File: config.mk
export PLATFORM = sky130hd
export DESIGN_NAME = avr_gpio_port_gen_flat
export DESIGN_NICKNAME = d
export VERILOG_FILES = /design/src/rtl/avr_gpio_port_gen_if.sv /design/src/rtl/avr_gpio_port_gen.sv /design/src/flat_wrapper.sv
export SDC_FILE = /design/constraint.sdc
export NUM_CORES = 1
export LEC_CHECK = 0
export ABC_AREA = 1
export CORE_MARGIN = 5
export CORE_UTILIZATION = 44
export CTS_BUF_LIST = sky130_fd_sc_hd__clkbuf_8
export CTS_CLUSTER_SIZE = 8
export DETAILED_ROUTE_END_ITERATION = 6
export GPL_TIMING_DRIVEN = 1
export PLACE_DENSITY = 0.95
export SKIP_LAST_GASP = 1
export SYNTH_ARGS = -nofsm -noshare
export SYNTH_HDL_FRONTEND = slang
export SYNTH_SLANG_ARGS = --single-unit
File: constraint.sdc
create_clock -name cp2 -period 2.35 [get_ports cp2]
set_input_delay 0.5875 -clock cp2 [delete_from_list [all_inputs] [get_ports cp2]]
set_output_delay 0.5875 -clock cp2 [all_outputs]
set_load 0.005 [all_outputs]
File: src/rtl/avr_gpio_port_gen_if.sv
// IO-space bus between the AVR core and an IO register block.
// The core drives address, strobes and write data; the block returns read data.
interface avr_gpio_port_gen_if;
  logic [5:0] IO_Addr;
  logic       iore;
  logic       iowe;
  logic [7:0] dbus_in;
  logic [7:0] dbus_out;
  logic       out_en;

  modport master (output IO_Addr, iore, iowe, dbus_in, input dbus_out, out_en);
  modport slave  (input IO_Addr, iore, iowe, dbus_in, output dbus_out, out_en);
endinterface

File: src/rtl/avr_gpio_port_gen.sv
// Parametrised AVR GPIO port: PORTx/DDRx/PCMSKx, PINx toggle, 2-stage input sync,
// pin-change flag and per-bit alternate-function overrides of the pad controls.
module avr_gpio_port_gen #(
  parameter int unsigned WIDTH      = 8,
  parameter logic [5:0]  PIN_ADDR   = 6'h09,
  parameter logic [5:0]  DDR_ADDR   = 6'h0A,
  parameter logic [5:0]  PORT_ADDR  = 6'h0B,
  parameter logic [5:0]  PCMSK_ADDR = 6'h0C
) (
  input  logic             cp2,
  input  logic             ireset,
  avr_gpio_port_gen_if.slave io,
  input  logic [WIDTH-1:0] pin_i,
  input  logic             PUD,
  input  logic             SLEEP,
  input  logic [WIDTH-1:0] puoe,
  input  logic [WIDTH-1:0] puov,
  input  logic [WIDTH-1:0] ddoe,
  input  logic [WIDTH-1:0] ddov,
  input  logic [WIDTH-1:0] pvoe,
  input  logic [WIDTH-1:0] pvov,
  input  logic [WIDTH-1:0] dieoe,
  input  logic [WIDTH-1:0] dieov,
  input  logic             pcie,
  input  logic             pcif_clr,
  output logic [WIDTH-1:0] pin_sync_o,
  output logic [WIDTH-1:0] pu_n,
  output logic [WIDTH-1:0] dd_o,
  output logic [WIDTH-1:0] pv_o,
  output logic [WIDTH-1:0] din_dis,
  output logic             pcif,
  output logic             pc_irq
);

  logic [WIDTH-1:0] port_q, port_d;
  logic [WIDTH-1:0] ddr_q, ddr_d;
  logic [WIDTH-1:0] pcmsk_q, pcmsk_d;
  logic [WIDTH-1:0] s1_q, s1_d;
  logic [WIDTH-1:0] s2_q, s2_d;
  logic [WIDTH-1:0] s3_q, s3_d;
  logic             pcif_q, pcif_d;

  logic [WIDTH-1:0] wr_data;
  logic [WIDTH-1:0] pu_int;
  logic             pc_evt;

  // Only the implemented bits of the bus take part in any write, toggle included.
  assign wr_data = io.dbus_in[WIDTH-1:0];

  always_comb begin
    pu_int  = (puoe & puov) | (~puoe & port_q & ~ddr_q & {WIDTH{~PUD}});
    pu_n    = ~pu_int;
    dd_o    = (ddoe & ddov) | (~ddoe & ddr_q);
    pv_o    = (pvoe & pvov) | (~pvoe & port_q);
    din_dis = (dieoe & ~dieov) | (~dieoe & {WIDTH{SLEEP}});
  end

  always_comb begin
    port_d  = port_q;
    ddr_d   = ddr_q;
    pcmsk_d = pcmsk_q;
    if (io.iowe) begin
      if (io.IO_Addr == DDR_ADDR)   ddr_d   = wr_data;
      if (io.IO_Addr == PORT_ADDR)  port_d  = wr_data;
      if (io.IO_Addr == PCMSK_ADDR) pcmsk_d = wr_data;
      if (io.IO_Addr == PIN_ADDR)   port_d  = port_q ^ wr_data;
    end
  end

  always_comb begin
    s1_d   = pin_i & ~din_dis;
    s2_d   = s1_q;
    s3_d   = s2_q;
    pc_evt = |((s2_q ^ s3_q) & pcmsk_q);
    // A new change in the same cycle as a clear must not be lost.
    if (pc_evt)        pcif_d = 1'b1;
    else if (pcif_clr) pcif_d = 1'b0;
    else               pcif_d = pcif_q;
  end

  always_comb begin
    io.dbus_out = '0;
    io.out_en   = 1'b0;
    if (io.iore) begin
      if (io.IO_Addr == PIN_ADDR) begin
        io.dbus_out[WIDTH-1:0] = s2_q;
        io.out_en              = 1'b1;
      end else if (io.IO_Addr == DDR_ADDR) begin
        io.dbus_out[WIDTH-1:0] = ddr_q;
        io.out_en              = 1'b1;
      end else if (io.IO_Addr == PORT_ADDR) begin
        io.dbus_out[WIDTH-1:0] = port_q;
        io.out_en              = 1'b1;
      end else if (io.IO_Addr == PCMSK_ADDR) begin
        io.dbus_out[WIDTH-1:0] = pcmsk_q;
        io.out_en              = 1'b1;
      end
    end
  end

  assign pin_sync_o = s2_q;
  assign pcif       = pcif_q;
  assign pc_irq     = pcif_q & pcie;

  always_ff @(posedge cp2) begin
    if (ireset) begin
      port_q  <= '0;
      ddr_q   <= '0;
      pcmsk_q <= '0;
      s1_q    <= '0;
      s2_q    <= '0;
      s3_q    <= '0;
      pcif_q  <= 1'b0;
    end else begin
      port_q  <= port_d;
      ddr_q   <= ddr_d;
      pcmsk_q <= pcmsk_d;
      s1_q    <= s1_d;
      s2_q    <= s2_d;
      s3_q    <= s3_d;
      pcif_q  <= pcif_d;
    end
  end

endmodule

File: src/flat_wrapper.sv
// flat-port wrapper written by rule: the top's interface ports become plain ports
module avr_gpio_port_gen_flat 
#(
  parameter int unsigned WIDTH      = 8,
  parameter logic [5:0]  PIN_ADDR   = 6'h09,
  parameter logic [5:0]  DDR_ADDR   = 6'h0A,
  parameter logic [5:0]  PORT_ADDR  = 6'h0B,
  parameter logic [5:0]  PCMSK_ADDR = 6'h0C
)
  (cp2, ireset, pin_i, PUD, SLEEP, puoe, puov, ddoe, ddov, pvoe, pvov, dieoe, dieov, pcie, pcif_clr, pin_sync_o, pu_n, dd_o, pv_o, din_dis, pcif, pc_irq, io_IO_Addr, io_iore, io_iowe, io_dbus_in, io_dbus_out, io_out_en);
  avr_gpio_port_gen_if io_i ();
  input  logic cp2;
  input  logic ireset;
  input  logic [WIDTH-1:0] pin_i;
  input  logic PUD;
  input  logic SLEEP;
  input  logic [WIDTH-1:0] puoe;
  input  logic [WIDTH-1:0] puov;
  input  logic [WIDTH-1:0] ddoe;
  input  logic [WIDTH-1:0] ddov;
  input  logic [WIDTH-1:0] pvoe;
  input  logic [WIDTH-1:0] pvov;
  input  logic [WIDTH-1:0] dieoe;
  input  logic [WIDTH-1:0] dieov;
  input  logic pcie;
  input  logic pcif_clr;
  output logic [WIDTH-1:0] pin_sync_o;
  output logic [WIDTH-1:0] pu_n;
  output logic [WIDTH-1:0] dd_o;
  output logic [WIDTH-1:0] pv_o;
  output logic [WIDTH-1:0] din_dis;
  output logic pcif;
  output logic pc_irq;
  input wire logic [$bits(io_i.IO_Addr)-1:0] io_IO_Addr;
  input wire logic [$bits(io_i.iore)-1:0] io_iore;
  input wire logic [$bits(io_i.iowe)-1:0] io_iowe;
  input wire logic [$bits(io_i.dbus_in)-1:0] io_dbus_in;
  output wire logic [$bits(io_i.dbus_out)-1:0] io_dbus_out;
  output wire logic [$bits(io_i.out_en)-1:0] io_out_en;
  assign io_i.IO_Addr = io_IO_Addr;
  assign io_i.iore = io_iore;
  assign io_i.iowe = io_iowe;
  assign io_i.dbus_in = io_dbus_in;
  assign io_dbus_out = io_i.dbus_out;
  assign io_out_en = io_i.out_en;
  avr_gpio_port_gen #(.WIDTH(WIDTH), .PIN_ADDR(PIN_ADDR), .DDR_ADDR(DDR_ADDR), .PORT_ADDR(PORT_ADDR), .PCMSK_ADDR(PCMSK_ADDR)) u_core (.cp2(cp2), .ireset(ireset), .io(io_i), .pin_i(pin_i), .PUD(PUD), .SLEEP(SLEEP), .puoe(puoe), .puov(puov), .ddoe(ddoe), .ddov(ddov), .pvoe(pvoe), .pvov(pvov), .dieoe(dieoe), .dieov(dieov), .pcie(pcie), .pcif_clr(pcif_clr), .pin_sync_o(pin_sync_o), .pu_n(pu_n), .dd_o(dd_o), .pv_o(pv_o), .din_dis(din_dis), .pcif(pcif), .pc_irq(pc_irq));
endmodule
======== Yosys cells after proc, flatten, opt, wreduce, memory -nomap -nowiden ========
Cells that the tools add are included.
storage, ports and cells
  output and inout port bits .............. 51
  memories ................................ 0
  memory bits (read-only) ................. 0
  memory bits (writable) .................. 0
  logic and storage cells ................. 59
  input bits .............................. 94
  latch bits .............................. 0
  bits in registers ....................... 49
operators by class
  muxes and demuxes ....................... 14
  $add $sub $neg .......................... 0
  $mul .................................... 0
  equal/unequal tests ..................... 4
  bitwise gates (word level) .............. 28
  divide/modulo/power cells ............... 0
  order comparisons ....................... 0
  reductions and logical operators ........ 6
  shifts and indexed selects .............. 0
operator list
  operator                                                                number
  8-bit bitwise AND                                                       12
  8-bit NOT                                                               8
  8-bit 2-to-1 mux                                                        7
  8-bit bitwise OR                                                        4
  6-bit by 4-bit equality test with 1-bit output (second input constant)  4
  8-bit XOR                                                               2
  8-bit OR reduction                                                      1
  1-bit 2-to-1 mux                                                        7
  2-bit AND reduction                                                     3
  2-bit nonzero test                                                      2
  1-bit bitwise AND                                                       1
  1-bit NOT                                                               1

======== Logic depth before layout (Yosys ltp) ========
Gate-level depths: netlist (run 1).
  depth in word-level cells ............... 6
  depth in mapped cells ................... 9

======== Worst setup path before layout (run 1) ========
Ideal clock, no wire load.
  path kind ............................... input to output
  start ................................... input port io_IO_Addr[0]
  end ..................................... output port io_dbus_out[0]
  slack ................................... 0.349 ns
  buffers on the path ..................... 2
  data required time ...................... 1.762 ns
  cell stages on the path ................. 7
  data arrival time ....................... 1.413 ns
  cells stage by stage .................... buf_6 > inv_1 > nor2_1 > nand3_1 > clkbuf_1 > o21ai_0 > nor2_1
between the ends
  longest elaborated chain between the ends .. 6
  elaborated cells on any way between the ends .. 9
  classes of those cells .................. 4 x eq/ne; 5 x mux
ends and longest elaborated chain
  element                                         line                     text
  start: declaration                              flat_wrapper.sv:34       input wire logic [$bits(io_i.IO_Addr)-1:0] io_IO_Addr;
  6-bit by 4-bit equality test with 1-bit output  avr_gpio_port_gen.sv:94  end else if (io.IO_Addr == PCMSK_ADDR) begin
  8-bit 2-to-1 mux                                avr_gpio_port_gen.sv:94
  8-bit 2-to-1 mux                                avr_gpio_port_gen.sv:91  end else if (io.IO_Addr == PORT_ADDR) begin
  8-bit 2-to-1 mux                                avr_gpio_port_gen.sv:88  end else if (io.IO_Addr == DDR_ADDR) begin
  8-bit 2-to-1 mux *                              avr_gpio_port_gen.sv:85  if (io.IO_Addr == PIN_ADDR) begin
  8-bit 2-to-1 mux *                              avr_gpio_port_gen.sv:84  if (io.iore) begin
  end: declaration                                flat_wrapper.sv:38       output wire logic [$bits(io_i.dbus_out)-1:0] io_dbus_out;
Mark *: on every way between the ends. The rest lies on a longest branch, timed or not.

======== Final worst setup path (run 1) ========
  start ................................... input port PUD
  end ..................................... output port pu_n[0]
between the ends
  longest elaborated chain between the ends .. 4
ends and longest elaborated chain
  element             line                     text
  start: declaration  flat_wrapper.sv:15       input logic PUD;
  1-bit NOT           avr_gpio_port_gen.sv:51  pu_int = (puoe & puov) | (~puoe & port_q & ~ddr_q & {WIDTH{~PUD}});
  8-bit bitwise AND   avr_gpio_port_gen.sv:51
  8-bit bitwise OR    avr_gpio_port_gen.sv:51
  8-bit NOT           avr_gpio_port_gen.sv:52  pu_n = ~pu_int;
  end: declaration    flat_wrapper.sv:28       output logic [WIDTH-1:0] pu_n;
No other way between the ends.

==> results of run 1 <==
[state kept, by name (all words and copies together), names as in the netlist]
| name | cells |
|---|---|
| u_core.ddr_q | 8 |
| u_core.pin_sync_o | 8 |
| u_core.s1_q | 8 |
| u_core.port_q | 8 |
| u_core.pcif | 1 |
| u_core.s3_q | 8 |
| u_core.pcmsk_q | 8 |
[final cells by class]
cell class / instances / area [µm²] / share of cell area [%]
well taps: 77 / 96.34 / 1.934
flip-flops and latches: 49 / 980.9 / 19.69
multi-input cells: 340 / 1652 / 33.15
clock inverters: 3 / 26.28 / 0.5274
repair buffers: 201 / 1983 / 39.80
clock buffers: 5 / 68.82 / 1.381
inverters: 46 / 175.2 / 3.516
[worst paths after layout]
path | cells after the start | slack [ps] | end
worst max-delay path | 5 | -50 | pu_n[0]
worst min-delay path | 2 | 410 | u_core.pin_sync_o[6]
worst min register to register | 2 | 410 | u_core.pin_sync_o[6]
worst max register to register | 5 | 1220 | u_core.pcif
[cells by family (layout without fill, tap and decap cells)]
family	Yosys count	after routing
flops	49	49
mux	8	8
simple gates	290	290
compound gates	42	42
buf+inv	63	255
[stage by stage]
| step | power, µW | hold slack, ps | setup slack, ps | utilization, % |
|---|---|---|---|---|
| after detailed placement | 1312 | 400.4 | -681.6 | 72.81 |
| final | 1876 | 411.8 | -47.83 | 79.37 |
| after floorplan | 1004 | 388.3 | 349.0 | - |
| after CTS | 1844 | 413.1 | -134.8 | 78.59 |
| after global placement | 1298 | 389.0 | -604.2 | 72.81 |
| after global routing | 1936 | 419.9 | -140.2 | 79.37 |
[worst register-to-register path, stage by stage, from the launching register on]
cell	delay, ps
dfxtp_1	360
or2_2	300
nand3_1	80
nand2_1	80
nor2_1	130
a21oi_1	70
[power groups by stage]
stage | sequential (µW) | clock (µW) | combinational, µW
after floorplan | 872 | 0 | 132
after global placement | 873 | 0 | 425
after detailed placement | 874 | 0 | 438
after CTS | 855 | 529 | 460
after global routing | 858 | 568 | 509
final | 857 | 539 | 480
[what timing repair did]
action / in CTS / in global routing
resized for setup: 96 / 26
hold endpoints to repair: 0 / 0
hold buffers: 0 / 0
buffers inserted: 14 / 5
setup endpoints to repair: 33 / 17
cloned: 5 / 0
pin swaps: 8 / 10
[cell usage in the layout (no fill, tap or decap), types with 2 or more instances in the layout]
cell type	n
clkdlybuf4s15_2	2
inv_1	43
buf_4	40
nand3_1	38
nor4_1	4
nor2_4	4
buf_16	4
or2_2	4
a21oi_1	22
o21ai_1	5
o21ai_0	11
buf_6	7
dfxtp_1	49
nand2_2	2
mux2_2	8
inv_2	2
dlymetal6s2s_1	4
nor2_2	2
nand2_4	2
nor4_2	4
clkbuf_2	3
nand3_2	5
a21oi_2	3
clkbuf_8	5
buf_2	9
nand2_1	130
clkinvlp_4	2
nor3_4	2
nor2_1	84
nand4_1	8
clkdlybuf4s50_1	101
buf_12	7
dlygate4sd2_1	24
[routing by layer]
metal  part of all wire (%)  wire length (µm)
met1                     33              4166
met2                     50              6230
met3                    9.8              1224
met4                    7.0               875
met5                      0                 0
==> impl_metrics.yaml, run 1 <==
critical_path:
  path_delay_family: "buffers and inverters"
  crit_path_max_incr_delay_ps: 440
  arrival_ps: 1810
  cp_max_fo: 8
  reg2reg_from: "u_core.pin_sync_o[5]"
  startpoint: "PUD"
  cp_slowest_cell: "clkdlybuf4s50_1"
  cp.required_ps: 1760
  crit_chain: "clkdlybuf4s50_1 > buf_12 > nor4_1 > a21oi_1 > dlygate4sd2_1"
  crit_type: "in -> out"
  start_kind: "input pin"
  endpoint_kind: "primary output"
  crit_buf_inv: 3
global_route:
  grtUsageMet2_pct: 51.46
  grtUsageMet1_pct: 30.24
  globalRouteOverflowTotal: 0
  grt_pass1_vias: 4103
  met3_usage_pct: 7.513
  antenna_found_initial: 0
  grt_max_degree: 26
  grt_pass1_wl_um: 19330
  grtUsageTotal_pct: 28.73
  grt_most_used_layer: "met2"
synthesis:
  synth.most_common_cell: "nand2_1"
  synth_compound_area_share_pct: 7.517
  synthXorXnorAreaFrac_pct: 0
  yosys.area_share.simple_pct: 44.83
  ys_ff_latch: 49
  synth_edf_count: 0
  synth_ff_type: "dfxtp_1"
  synthTopCellsByCount: "nand2_1, nor2_1, dfxtp_1"
  synth_nets: 546
  synth_warnings: 0
  netlist_area_um2: 2796
  seq_area_frac_synth_pct: 35.08
  async_flop_share_pct: 0
  synthMuxAreaShare_pct: 3.221
  synthTopCellsByArea: "dfxtp_1, nand2_1, nor2_1"
  yosysUniqueCellTypes: 22
  synth_cells: 452
  synth_top_cell_by_area: "dfxtp_1"
  synth_top_area_share_pct: 35.08
  synth_fa_ha_area_share_pct: 0
  synth_top_family_by_area: "simple AND/OR/NAND/NOR gates"
  synth_area_per_cell_um2: 6.187
die:
  die_y_um: 89.72
  pin_count: 145
  rows: 29
  chipWidth_um: 89.72
  initial_core_util_pct: 44.55
  core-area_um2: 6277
  die_area_um2: 8050
sta:
  fmax_mhz: 417.0
  tns_ps: -57.17
  report.final.slew_viol_count: 0
  fin_ws_ps: -47.83
  hold_viol: 0
  min_period_ps: 2398
  setup_viol: 2
  slew_headroom_pct: 45.18
  rsz0062_at_grt: "true"
  finalCritPeriodShare_pct: 102.0
  worst_pin_slew_ps: 821.5
  finClkSkew_ps: 12.31
run_status:
  status: "finished with violations"
  violations: "negative setup slack"
place:
  dp.final_hpwl_um: 7732
  placed_cell_area_um2: 4571
  routabilityCongestion: 0.8941
  port_buffers: 144
  dp_cells: 691
clocking:
  cts.clk_slew.worst_paths_ps: 90
  cts-htree-levels: 2
  clk_path_buf_depth: 2
  cts_sinks: 49
  clock_latency_ps: 320
  tritoncts: "built"
  cts_made_buffers: 5
  root_buffer: "clkbuf_8"
drt:
  dr.pass1.iters: 6
  vias_per_cell: 5.720
  ant_nets: 0
  drt_first_iter_violations: 488
  routed_wl_um: 12500
  vias: 4124
  wl_per_cell_um: 17.33
  drc_errors: 0
job:
  maxCapViolations: 0
pwr:
  pwr-share-seq_pct: 45.7
  power_frac_comb_pct: 25.6
  power_switching_uw: 529.2
  power.leakage_uw: 0.002296
  vdd_ir_drop_max_mv: 0.4455
  p_int_uw: 1347
  p_per_area_nw_per_um2: 376.5
  clockPowerShare_pct: 28.7
  switching_share_pct: 28.21
cells_and_area:
  fillCellCount: 417
  diodes: 0
  final_area_um2: 4982
  synthToLayoutAreaGrowth_pct: 78.17
  layoutNonFillerInstCount: 721
  fin_nets: 737
  drive_gt1_share_pct: 18.79
min_path:
  hp-start: "u_core.s1_q[6]"
  hold_class: "reg -> reg"
Note: power is estimated with default switching activity, not from simulation.
==> run 2, diff against run 1 <==
CORE_ASPECT_RATIO = 1.2   (was not set)
SKIP_LAST_GASP = not set   (was 1)
==> impl_metrics.yaml, run 2 (same netlist as run 1, synthesis figures left out) <==
run_status:
  status: "finished clean"
pwr:
  power.leakage_uw: 0.002230
  power_frac_comb_pct: 23.0
  vdd_ir_drop_max_mv: 0.3702
  p_int_uw: 1462
  p_per_area_nw_per_um2: 405.2
  pwr-share-seq_pct: 43.8
  clockPowerShare_pct: 33.2
  switching_share_pct: 25.17
  power_switching_uw: 491.6
critical_path:
  arrival_ps: 1750
  r2r-end: "u_core.pcif"
  crit_buf_inv: 5
  crit_type: "in -> out"
  cp.required_ps: 1760
  start_kind: "input pin"
  endpoint_kind: "primary output"
  critical_path.endpoint: "io_dbus_out[0]"
  cp_slowest_cell: "nor3_4"
  worstRegToRegCells: 5
  crit_path_max_incr_delay_ps: 190
  path_delay_family: "buffers and inverters"
  crit_chain: "buf_4 > buf_6 > nor3_4 > buf_12 > buf_8 > nand3_1 > nand2_1 > nor2_1 > nor2_1 > buf_2"
  cp_common_cell: "nor2_1"
  startpoint: "io_IO_Addr[0]"
  cp.depth: 10
  cp_max_fo: 9
  r2r_setup_slack_ps: 1230
  reg2reg_from: "u_core.pin_sync_o[5]"
sta:
  worst_pin_slew_ps: 762.5
  finClkSkew_ps: 5.347
  holdWs_ps: 407.8
  fmax_mhz: 428.1
  fin_ws_ps: 14.27
  min_period_ps: 2336
  hold_viol: 0
  report.final.slew_viol_count: 0
  finalCritPeriodShare_pct: 99.39
  rsz0062_at_grt: "true"
  slew_headroom_pct: 49.11
  setup_viol: 0
place:
  dp_slack_ps: -658.3
  port_buffers: 144
  routabilityCongestion: 0.8641
  dp_cells: 695
  dp.final_hpwl_um: 7811
cells_and_area:
  diodes: 0
  final_common_cell: "nand2_1"
  fin_nets: 730
  final_cell_mix: "nand2_1, clkdlybuf4s50_1, nor2_1"
  drive_gt1_share_pct: 16.95
  layoutNonFillerInstCount: 719
  fin_util_pct: 78.66
  synthToLayoutAreaGrowth_pct: 72.39
die:
  initial_core_util_pct: 45.63
  chipWidth_um: 82.78
  pin_count: 145
  core-area_um2: 6128
  die_area_um2: 8056
  die_y_um: 97.33
  rows: 31
clocking:
  cts_sinks: 49
  root_buffer: "clkbuf_8"
  cts-htree-levels: 2
  hold_buffers: 0
  tritoncts: "built"
  cts.clk_slew.worst_paths_ps: 90
  clk_path_buf_depth: 2
  cts_made_buffers: 5
  clock_latency_ps: 310
global_route:
  grt_pass1_wl_um: 16820
  grt_max_degree: 26
  grt_pass1_vias: 3734
  grtUsageTotal_pct: 26.08
  antenna_found_initial: 0
  globalRouteOverflowTotal: 0
job:
  maxCapViolations: 0
drt:
  drt_first_iter_violations: 310
  routed_wl_um: 10820
  vias: 3783
  ant_nets: 0
  vias_per_cell: 5.261
  drc_errors: 0
  dr.pass1.iters: 7
  wl_per_cell_um: 15.04
min_path:
  min_path_cells: 2
  hold_class: "reg -> reg"
==> run 2: changes by cell type in the layout (fill, tap and decap cells not counted), sizes merged <==
cell,delta
buf,-7
bufinv,+1
clkbuf,+2
clkdlybuf4s15,-1
clkdlybuf4s50,-1
clkinvlp,-1
dlygate4sd2,+2
dlymetal6s2s,-1
inv,-1
==> run 2: how the worst min path moves through the flow <==
stage	from	to
global route	u_core.s1_q[2]	u_core.pin_sync_o[2]
global placement	u_core.s1_q[5]	u_core.pin_sync_o[5]
finish	u_core.s1_q[2]	u_core.pin_sync_o[2]
detailed placement	u_core.s1_q[2]	u_core.pin_sync_o[2]
CTS	u_core.s1_q[2]	u_core.pin_sync_o[2]
floorplan	u_core.s1_q[0]	u_core.pin_sync_o[0]
==> run 2: power groups by stage <==
stage	logic (µW)	clock network [µW]	registers, µW
floorplan	132	0	872
global placement	422	0	874
detailed placement	435	0	874
CTS	439	644	855
global route	485	687	858
finish	450	648	856
==> run 2: metal layers <==
layer / vias to the layer above / global-route usage, % / wire [µm]
met4: 0 / 9.560 / 406
li1: 1800 / - / -
met1: 1711 / 28.63 / 3708
met5: - / 0 / 0
met3: 49 / 4.638 / 876
met2: 223 / 47.96 / 5824
==> run 2: final cells by class <==
class | instances | area [µm²]
Clock buffer | 6 | 82.58
Timing Repair Buffer | 194 | 1828
Inverter | 46 | 172.7
Clock inverter | 2 | 37.54
Sequential cell | 49 | 980.9
Fill cell | 428 | 1308
Multi-Input combinational cell | 340 | 1617
Tap cell | 82 | 102.6
==> run 2: worst reg2reg max path, stage by stage, from the launching register on <==
cell     delay, ps
dfxtp_1        350
or2_2          300
nand3_1         70
nand2_1         60
nor2_1         140
a21oi_1         80
==> run 2: repair_timing <==
action,4_1_cts,5_1_grt
resized for setup,99,19
setup endpoints to repair,36,12
setup buffers,13,2
pin swaps,7,7
cloned,0,2
==> run 2: through the flow <==
stage                     total power (µW)  TNS, ps  area, µm²
after floorplan                       1004        0       2796
after global placement                1295    -8605       4557
after detailed placement              1310    -9255       4557
after CTS                             1938        0       4745
after global routing                  2030   -92.22       4821
final                                 1953        0       4821
